File: src/rtl/fifo_pkg.sv
// fifo_pkg: shared definitions for the 8-entry FIFO control slice.
// Contents:
//   DEPTH_DEF / AW_DEF / CW_DEF   default depth, pointer width and count width
//   fifo_state_e                  3-bit operation codes (110/111 unused)
package fifo_pkg;

    localparam int DEPTH_DEF = 8;
    localparam int AW_DEF    = 3;
    localparam int CW_DEF    = AW_DEF + 1;

    typedef enum logic [2:0] {
        INIT   = 3'b000,
        WRITE  = 3'b001,
        WR_ERR = 3'b010,
        NO_OP  = 3'b011,
        READ   = 3'b100,
        RD_ERR = 3'b101
    } fifo_state_e;

endpackage

File: src/rtl/fifo_ns.sv
// fifo_ns: combinational per-cycle operation decision.
// Ports:
//   wr_en, rd_en   requests sampled this cycle
//   data_count     registered occupancy (0..DEPTH)
//   next_state     operation code committed at the next rising edge
//   we, re         write/read enables (never both 1)
module fifo_ns
    import fifo_pkg::*;
#(
    parameter int DEPTH = DEPTH_DEF,
    parameter int AW    = AW_DEF
) (
    input  logic        wr_en,
    input  logic        rd_en,
    input  logic [AW:0] data_count,
    output fifo_state_e next_state,
    output logic        we,
    output logic        re
);

    localparam logic [AW:0] COUNT_FULL = (AW + 1)'(DEPTH);

    // A lone request is honoured unless it would overflow/underflow; two
    // simultaneous requests are both dropped (NO_OP), as is an idle cycle.
    always_comb begin
        next_state = NO_OP;
        we         = 1'b0;
        re         = 1'b0;
        if (wr_en && !rd_en) begin
            if (data_count == COUNT_FULL) begin
                next_state = WR_ERR;
            end else begin
                next_state = WRITE;
                we         = 1'b1;
            end
        end else if (rd_en && !wr_en) begin
            if (data_count == '0) begin
                next_state = RD_ERR;
            end else begin
                next_state = READ;
                re         = 1'b1;
            end
        end
    end

endmodule

File: src/rtl/fifo_ctrl.sv
// fifo_ctrl: sequential control stage of the 8-entry FIFO.
// Ports:
//   clk, reset            rising-edge clock, synchronous active-high reset
//   wr_en, rd_en          per-cycle write/read requests
//   we, re                enables to the register file (combinational)
//   waddr, raddr          current tail / head
//   state                 registered code of the last decided operation
//   head, tail            registered read / write pointers
//   data_count            registered occupancy 0..DEPTH
//   full, empty           decoded from data_count
//   wr_ack, wr_err,
//   rd_ack, rd_err        registered decodes of the committed operation
//
// Request/enable semantics: wr_en/rd_en are one-cycle requests with no
// back-pressure. A request is accepted exactly when the matching enable
// (we/re) is high in that cycle; the transfer happens at waddr/raddr on the
// following rising edge, and its outcome appears on the ack/err outputs
// one cycle after the request.
module fifo_ctrl
    import fifo_pkg::*;
#(
    parameter int DEPTH = DEPTH_DEF,
    parameter int AW    = AW_DEF
) (
    input  logic          clk,
    input  logic          reset,
    input  logic          wr_en,
    input  logic          rd_en,
    output logic          we,
    output logic          re,
    output logic [AW-1:0] waddr,
    output logic [AW-1:0] raddr,
    output logic [2:0]    state,
    output logic [AW-1:0] head,
    output logic [AW-1:0] tail,
    output logic [AW:0]   data_count,
    output logic          full,
    output logic          empty,
    output logic          wr_ack,
    output logic          wr_err,
    output logic          rd_ack,
    output logic          rd_err
);

    localparam logic [AW:0] COUNT_FULL = (AW + 1)'(DEPTH);

    fifo_state_e   state_q;
    fifo_state_e   next_state;
    logic          ns_we;
    logic          ns_re;
    logic [AW-1:0] head_q;
    logic [AW-1:0] tail_q;
    logic [AW:0]   count_q;

    fifo_ns #(
        .DEPTH (DEPTH),
        .AW    (AW)
    ) u_ns (
        .wr_en      (wr_en),
        .rd_en      (rd_en),
        .data_count (count_q),
        .next_state (next_state),
        .we         (ns_we),
        .re         (ns_re)
    );

    // Pointers wrap naturally because DEPTH is a power of two. Any stray
    // 110/111 state code is simply replaced by the next decision.
    always_ff @(posedge clk) begin
        if (reset) begin
            state_q <= INIT;
            head_q  <= '0;
            tail_q  <= '0;
            count_q <= '0;
            wr_ack  <= 1'b0;
            wr_err  <= 1'b0;
            rd_ack  <= 1'b0;
            rd_err  <= 1'b0;
        end else begin
            state_q <= next_state;
            if (ns_we) begin
                tail_q  <= tail_q + 1'b1;
                count_q <= count_q + 1'b1;
            end else if (ns_re) begin
                head_q  <= head_q + 1'b1;
                count_q <= count_q - 1'b1;
            end
            wr_ack <= (next_state == WRITE);
            wr_err <= (next_state == WR_ERR);
            rd_ack <= (next_state == READ);
            rd_err <= (next_state == RD_ERR);
        end
    end

    // Reset suppresses the enables so no transfer happens on a reset edge.
    assign we         = ns_we && !reset;
    assign re         = ns_re && !reset;
    assign waddr      = tail_q;
    assign raddr      = head_q;
    assign state      = state_q;
    assign head       = head_q;
    assign tail       = tail_q;
    assign data_count = count_q;
    assign full       = (count_q == COUNT_FULL);
    assign empty      = (count_q == '0);

endmodule

File: config.mk
export PLATFORM = sky130hd
export DESIGN_NAME = fifo_ctrl
export DESIGN_NICKNAME = d
export VERILOG_FILES = /design/src/rtl/fifo_pkg.sv /design/src/rtl/fifo_ns.sv /design/src/rtl/fifo_ctrl.sv
export SDC_FILE = /design/constraint.sdc
export NUM_CORES = 1
export LEC_CHECK = 0
export CORE_MARGIN = 4
export CORE_UTILIZATION = 29
export CTS_CLUSTER_DIAMETER = 30
export DETAILED_ROUTE_END_ITERATION = 16
export PLACE_DENSITY = 0.59
export SYNTH_ARGS = -nofsm -noshare
export SYNTH_HDL_FRONTEND = slang
export SYNTH_SLANG_ARGS = --single-unit
File: constraint.sdc
create_clock -name clk -period 2.9 [get_ports clk]
set_input_delay 0.87 -clock clk [delete_from_list [all_inputs] [get_ports clk]]
set_output_delay 0.87 -clock clk [all_outputs]
set_load 0.01 [all_outputs]
==> impl_metrics.tcl, run 1 <==
set metrics [dict create \
    avgSynthCellArea_um2 9.88 \
    synthDistinctLibCells 25 \
    dp_hpwl_um 1300 \
    path_clk_slew_ns 0.10 \
    dr.pass1.iters 2 \
    final_common_cell "clkdlybuf4s50_1" \
    drive_gt1_share_pct 20.2 \
    fillers 257 \
    setup_viol 0 \
    clockBufferDepth 2 \
    die_y_um 60.2 \
    dr.max_layer_used "met4" \
    finClkSkew_ns 0.00145 \
    wire_per_inst_um 11.5 \
    crit_type "in2out" \
    synth_top_area_share_pct 43.0 \
    ios 31 \
    leakage_nw 0.488 \
    final_cells 144 \
    syn-cell-area_um2 791 \
    slew_headroom_pct 75.7 \
    crit_path_end_kind "output pin" \
    routed_wl_um 1660 \
    cts_buffers 3 \
    grt_overflow_total 0 \
    track_usage_pct 10.4 \
    final-seq-area_um2 344 \
    num_rows 18 \
    synth_cells 80 \
    die_w_um 60.2 \
    syn_nets 89 \
    grt_max_degree 17 \
    diodes 0 \
    wl_met3_um 91 \
    hold_viol 0 \
    area_growth_pct 49.2 \
    stdcell_area_um2 1180 \
    routed_via_density 4.41 \
    max_freq_ghz 0.350 \
    cts_tree "done" \
    ant_nets 0 \
    final_nets 124 \
    min_period_ns 2.85 \
    cts_setup_buffers 0 \
    core_um2 2540 \
    multi_input_area_um2 398 \
    initial_core_util_pct 31.1 \
    crit_arrival_ns 1.98 \
    cp_slowest_cell "clkdlybuf4s50_1" \
    routed-wl-met2_um 790 \
    wl_met1_um 763 \
    grt_pass1_wl_um 2790 \
    drt_iter0_drc 9 \
    fin_crit_sh_pct 98.4 \
    yosys-top-cells-area "dfxtp_1, ha_1, buf_4, nor2_1, xnor2_1" \
    drv_slew 0 \
    cts_max_level 1 \
    place_area_um2 1140 \
    fin_worst_hold_slack_ns 0.490 \
    final_cell_mix "clkdlybuf4s50_1, dfxtp_1, nor2_1" \
    worstPathMaxFanout 3 \
    place_congestion 0.774 \
    rsz0062_at_grt "false" \
    ys_ff_latch 17 \
    status "finished clean" \
    crit_path_start_kind "primary input" \
    clock-root-buffer "clkbuf_4" \
    antenna_found_initial 0 \
    ys_warn_count 0 \
    clk_latency_ns 0.28 \
    num_vias 635 \
    ir_worst_vdd_uv 454 \
    crit_required_ns 2.03 \
    max_cap_viol_count 0 \
    fin_setup_tns_ns 0 \
    max_slew.worst_pin.slew_ns 0.362 \
    detail_route.drc_violations 0 \
    seq_area_frac_synth_pct 43.0 \
    grt_pass1_vias 611 \
    crit_chain "clkdlybuf4s50_1, nand2b_1, nor3_1, clkdlybuf4s15_1" \
    critPathMaxStageDelay_ns 0.47 \
    clock_sinks 17 \
    io_buffer_count 30 \
    hp-class "reg2reg" \
    synth_top_cell_by_area "dfxtp_1" \
    die_area_um2 3630 \
    p_per_area_nw_per_um2 697 \
    placed_cells 140 \
]
## area by class of cell
class / instances / share of cell area, %
Clock buffer: 3 / 1.91
Inverter: 2 / 0.636
Multi-Input combinational cell: 52 / 33.7
Clock inverter: 1 / 0.424
Tap cell: 30 / 3.18
Timing Repair Buffer: 39 / 31.0
Sequential cell: 17 / 29.2
## routing by layer
layer / global-route usage (%) / vias to the layer above
li1: - / 330
met1: 13.2 / 289
met2: 16.0 / 14
met3: 3.02 / 2
met4: 4.75 / 0
met5: 0 / -
## worst max-delay path, delay by kind of cell
kind | cells | cell delay [ns]
AND/OR/NAND/NOR | 2 | 0.36
buffers and inverters | 2 | 0.75
## logic make-up (layout without fill, tap and decap cells)
logic type                 after synthesis  in the layout  share of synthesized area (%)
DFF                                     17             17                           43.0
xor gates and xnor gates                 7              7                           7.75
muxes                                    4              4                           5.22
adders and majority gates                5              5                           8.86
and+or+nand+nor                         29             29                           20.3
AOI/OAI and AO/OA                        7              7                           6.80
buffers and inverters                   11             45                           8.07
## Yosys cell counts (all sizes together)
master and count:
nor3b 2, inv 2, nor2b 2, nand3 1, nor4 1, xnor2 5
a21o 1, a21oi 3, nand2b 2, xor2 2, a22oi 1, dfxtp 17
clkbuf 3, a211oi 2, fa 1, nor2 13, ha 4, mux2i 3
buf 6, or4b 1, nand2 2, mux2 1, nor3 5
## timing repair
item                       CTS  global route
resized for setup            3             8
pin swaps                    0             1
hold buffers                 0             0
setup endpoints to repair    2             3
## registers in the layout (all words and copies together) (netlist names)
signal      cells
data_count      4
head            3
state           3
tail            3
rd_ack          1
rd_err          1
wr_ack          1
wr_err          1
## per-stage QoR
step	total power, mW	setup WS (ns)	util [%]
after floorplan	0.529	0.273	-
after global placement	0.692	-0.270	44.8
after detailed placement	0.696	-0.293	44.8
after CTS	0.826	0.00519	45.8
after global routing	0.888	0.00748	46.4
final	0.823	0.0463	46.4
## path summary, 6_finish.rpt
kind                         startpoint                         end  slack (ns)  cells after the start
max                               wr_en                          re        0.05                      4
min                tail[1]$_SDFFE_PP0P_        tail[1]$_SDFFE_PP0P_        0.49                      2
max reg2reg  data_count[0]$_SDFFE_PP0P_  data_count[3]$_SDFFE_PP0P_        0.59                      9
min reg2reg        tail[1]$_SDFFE_PP0P_        tail[1]$_SDFFE_PP0P_        0.49                      2
## power breakdown
group	internal (mW)	switching (mW)	leakage [nW]
registers	0.271	0.0573	0.140
clock network	0.0512	0.0750	0.0177
logic	0.211	0.156	0.330
(Power assumes the default switching activity.)
==> inputs of run 2 (changes only) <==
- ABC_CLOCK_PERIOD_IN_PS: not set -> 2900
- CAP_MARGIN: not set -> 15
- CORE_MARGIN: 4 -> 10
==> run 2 against run 1 <==
  * Clock-buffer cell count grew 1
  * Critical path depth shrank 1
  * Power shrank 0.22%
  * Global-route usage shrank 2.7 points
  * Maximum frequency grew 2.8%
  * Core utilization grew 0.25 points
  * Via count is the same
  * Wire length grew 12%
  * Sequential share of layout area shrank 0.15 points
  * Clock skew grew 0.0051 ns
  * Sequential cell count is the same
  * First-iteration DRC count shrank 33%
  * Largest cell class unchanged
==> impl_metrics.tcl, run 2 (same netlist as run 1, synthesis figures left out) <==
set metrics [dict create \
    status "finished clean" \
    postLayoutCoreUtil_pct 46.6 \
    cts_max_level 1 \
    initial_core_util_pct 31.1 \
    routed_via_density 4.41 \
    crit_chain "or4b_1, inv_1, clkdlybuf4s50_1" \
    slew_headroom_pct 75.8 \
    fin_crit_sh_pct 95.7 \
    setup_viol 0 \
    pwr-share-seq_pct 40.0 \
    grt_overflow_total 0 \
    drv_slew 0 \
    p_per_area_nw_per_um2 692 \
    max_cap_viol_count 0 \
    core_um2 2540 \
    area_growth_pct 50.0 \
    io_buffer_count 30 \
    pwr-share-comb_pct 45.0 \
    clkPwrFrac_pct 14.9 \
    final_common_cell "clkdlybuf4s50_1" \
    grt_pass1_vias 657 \
    stdcell_area_um2 1190 \
    hold_viol 0 \
    crit_type "reg2out" \
    critPathMaxStageDelay_ns 0.59 \
    clock-root-buffer "clkbuf_4" \
    worstPathMaxFanout 7 \
    cp_slowest_cell "or4b_1" \
    detail_route.drc_violations 0 \
    min_period_ns 2.78 \
    grt_pass1_wl_um 3170 \
    num_vias 635 \
    fin_setup_tns_ns 0 \
    path_delay_family "buffers and inverters" \
    dr.pass1.iters 2 \
    clock_sinks 17 \
    power_mw 0.821 \
    final_nets 124 \
    intPower_mw 0.536 \
    cts_buffers 3 \
    leakage_nw 0.497 \
    cts_setup_buffers 0 \
    largest_register_ffs 4 \
    track_usage_pct 7.65 \
    fin_worst_hold_slack_ns 0.513 \
    cts_tree "done" \
    crit_required_ns 2.03 \
    final_cell_mix "clkdlybuf4s50_1, dfxtp_1, nor2_1" \
    drt_iter0_drc 6 \
    die_area_um2 5220 \
    crit_arrival_ns 1.91 \
    die_w_um 72.2 \
    max_slew.worst_pin.slew_ns 0.360 \
    routed_wl_um 1860 \
    ir_worst_vdd_uv 565 \
    power_switching_share_pct 34.6 \
    max_freq_ghz 0.360 \
    place_area_um2 1140 \
    finClkSkew_ns 0.00651 \
    clockBufferDepth 2 \
    drive_gt1_share_pct 19.3 \
    path_buf_inv 2 \
    grt_max_degree 19 \
    die_y_um 72.2 \
    crit_path_end_kind "output pin" \
    rsz0062_at_grt "false" \
    diodes 0 \
    power.switching_mw 0.284 \
    dp_hpwl_um 1480 \
    fillers 268 \
    clk_latency_ns 0.29 \
    antenna_found_initial 0 \
    path_clk_slew_ns 0.09 \
    place_congestion 0.731 \
    wire_per_inst_um 12.9 \
    ant_nets 0 \
    ios 31 \
    hp-class "reg2reg" \
    crit_path_start_kind "flip-flop" \
    num_rows 18 \
]
run 2: per-stage QoR:
step,setup WS [ns],std cells
floorplan,0.273,80
global placement,-0.302,140
detailed placement,-0.318,140
CTS,0.00637,144
global route,0.0197,144
finish,0.124,144
run 2: path summary, 6_finish.rpt:
kind	slack (ns)	cells past startpoint	from	to
setup / recovery	0.12	3	data_count[0]$_SDFFE_PP0P_	full
hold / removal	0.51	2	tail[1]$_SDFFE_PP0P_	tail[1]$_SDFFE_PP0P_
setup reg to reg	0.57	9	data_count[0]$_SDFFE_PP0P_	data_count[3]$_SDFFE_PP0P_
hold reg to reg	0.51	2	tail[1]$_SDFFE_PP0P_	tail[1]$_SDFFE_PP0P_
run 2: layout make-up:
type	count	area, um^2	share of cell area (%)
timing repair buffer	39	373	31.4
inverter	2	7.51	0.633
clock buffer	4	26.3	2.22
sequential	17	344	29.0
tap	30	37.5	3.16
multi-input combinational	52	398	33.5
run 2: power by group through the flow:
stage	clock, mW	sequential [mW]	combinational [mW]
floorplan	0	0.338	0.191
global placement	0	0.329	0.368
detailed placement	0	0.331	0.370
CTS	0.128	0.326	0.378
global route	0.137	0.339	0.411
finish	0.123	0.329	0.369
run 2: per-layer routing:
layer | vias to the layer above | share of wire [%] | wire length (um) | track usage (%)
li1 | 330 | - | - | -
met1 | 284 | 38 | 708 | 7.19
met2 | 17 | 49 | 907 | 12.5
met3 | 4 | 12 | 220 | 5.44
met4 | 0 | 1.3 | 24 | 3.23
met5 | - | 0 | 0 | 0
run 2: what timing repair did:
item                                    CTS  global route
resized for setup                         6             5
endpoints found under the setup margin    3             4
hold buffers                              0             0
run 2: worst reg2reg max path: cells and delay by family (launching register included):
kind            cells  cell delay [ns]
simple gates        1             0.36
flops               1             0.39
compound gates      3             0.46
fa+ha+maj           1             0.22
mux                 2             0.56
buf+inv             2             0.22
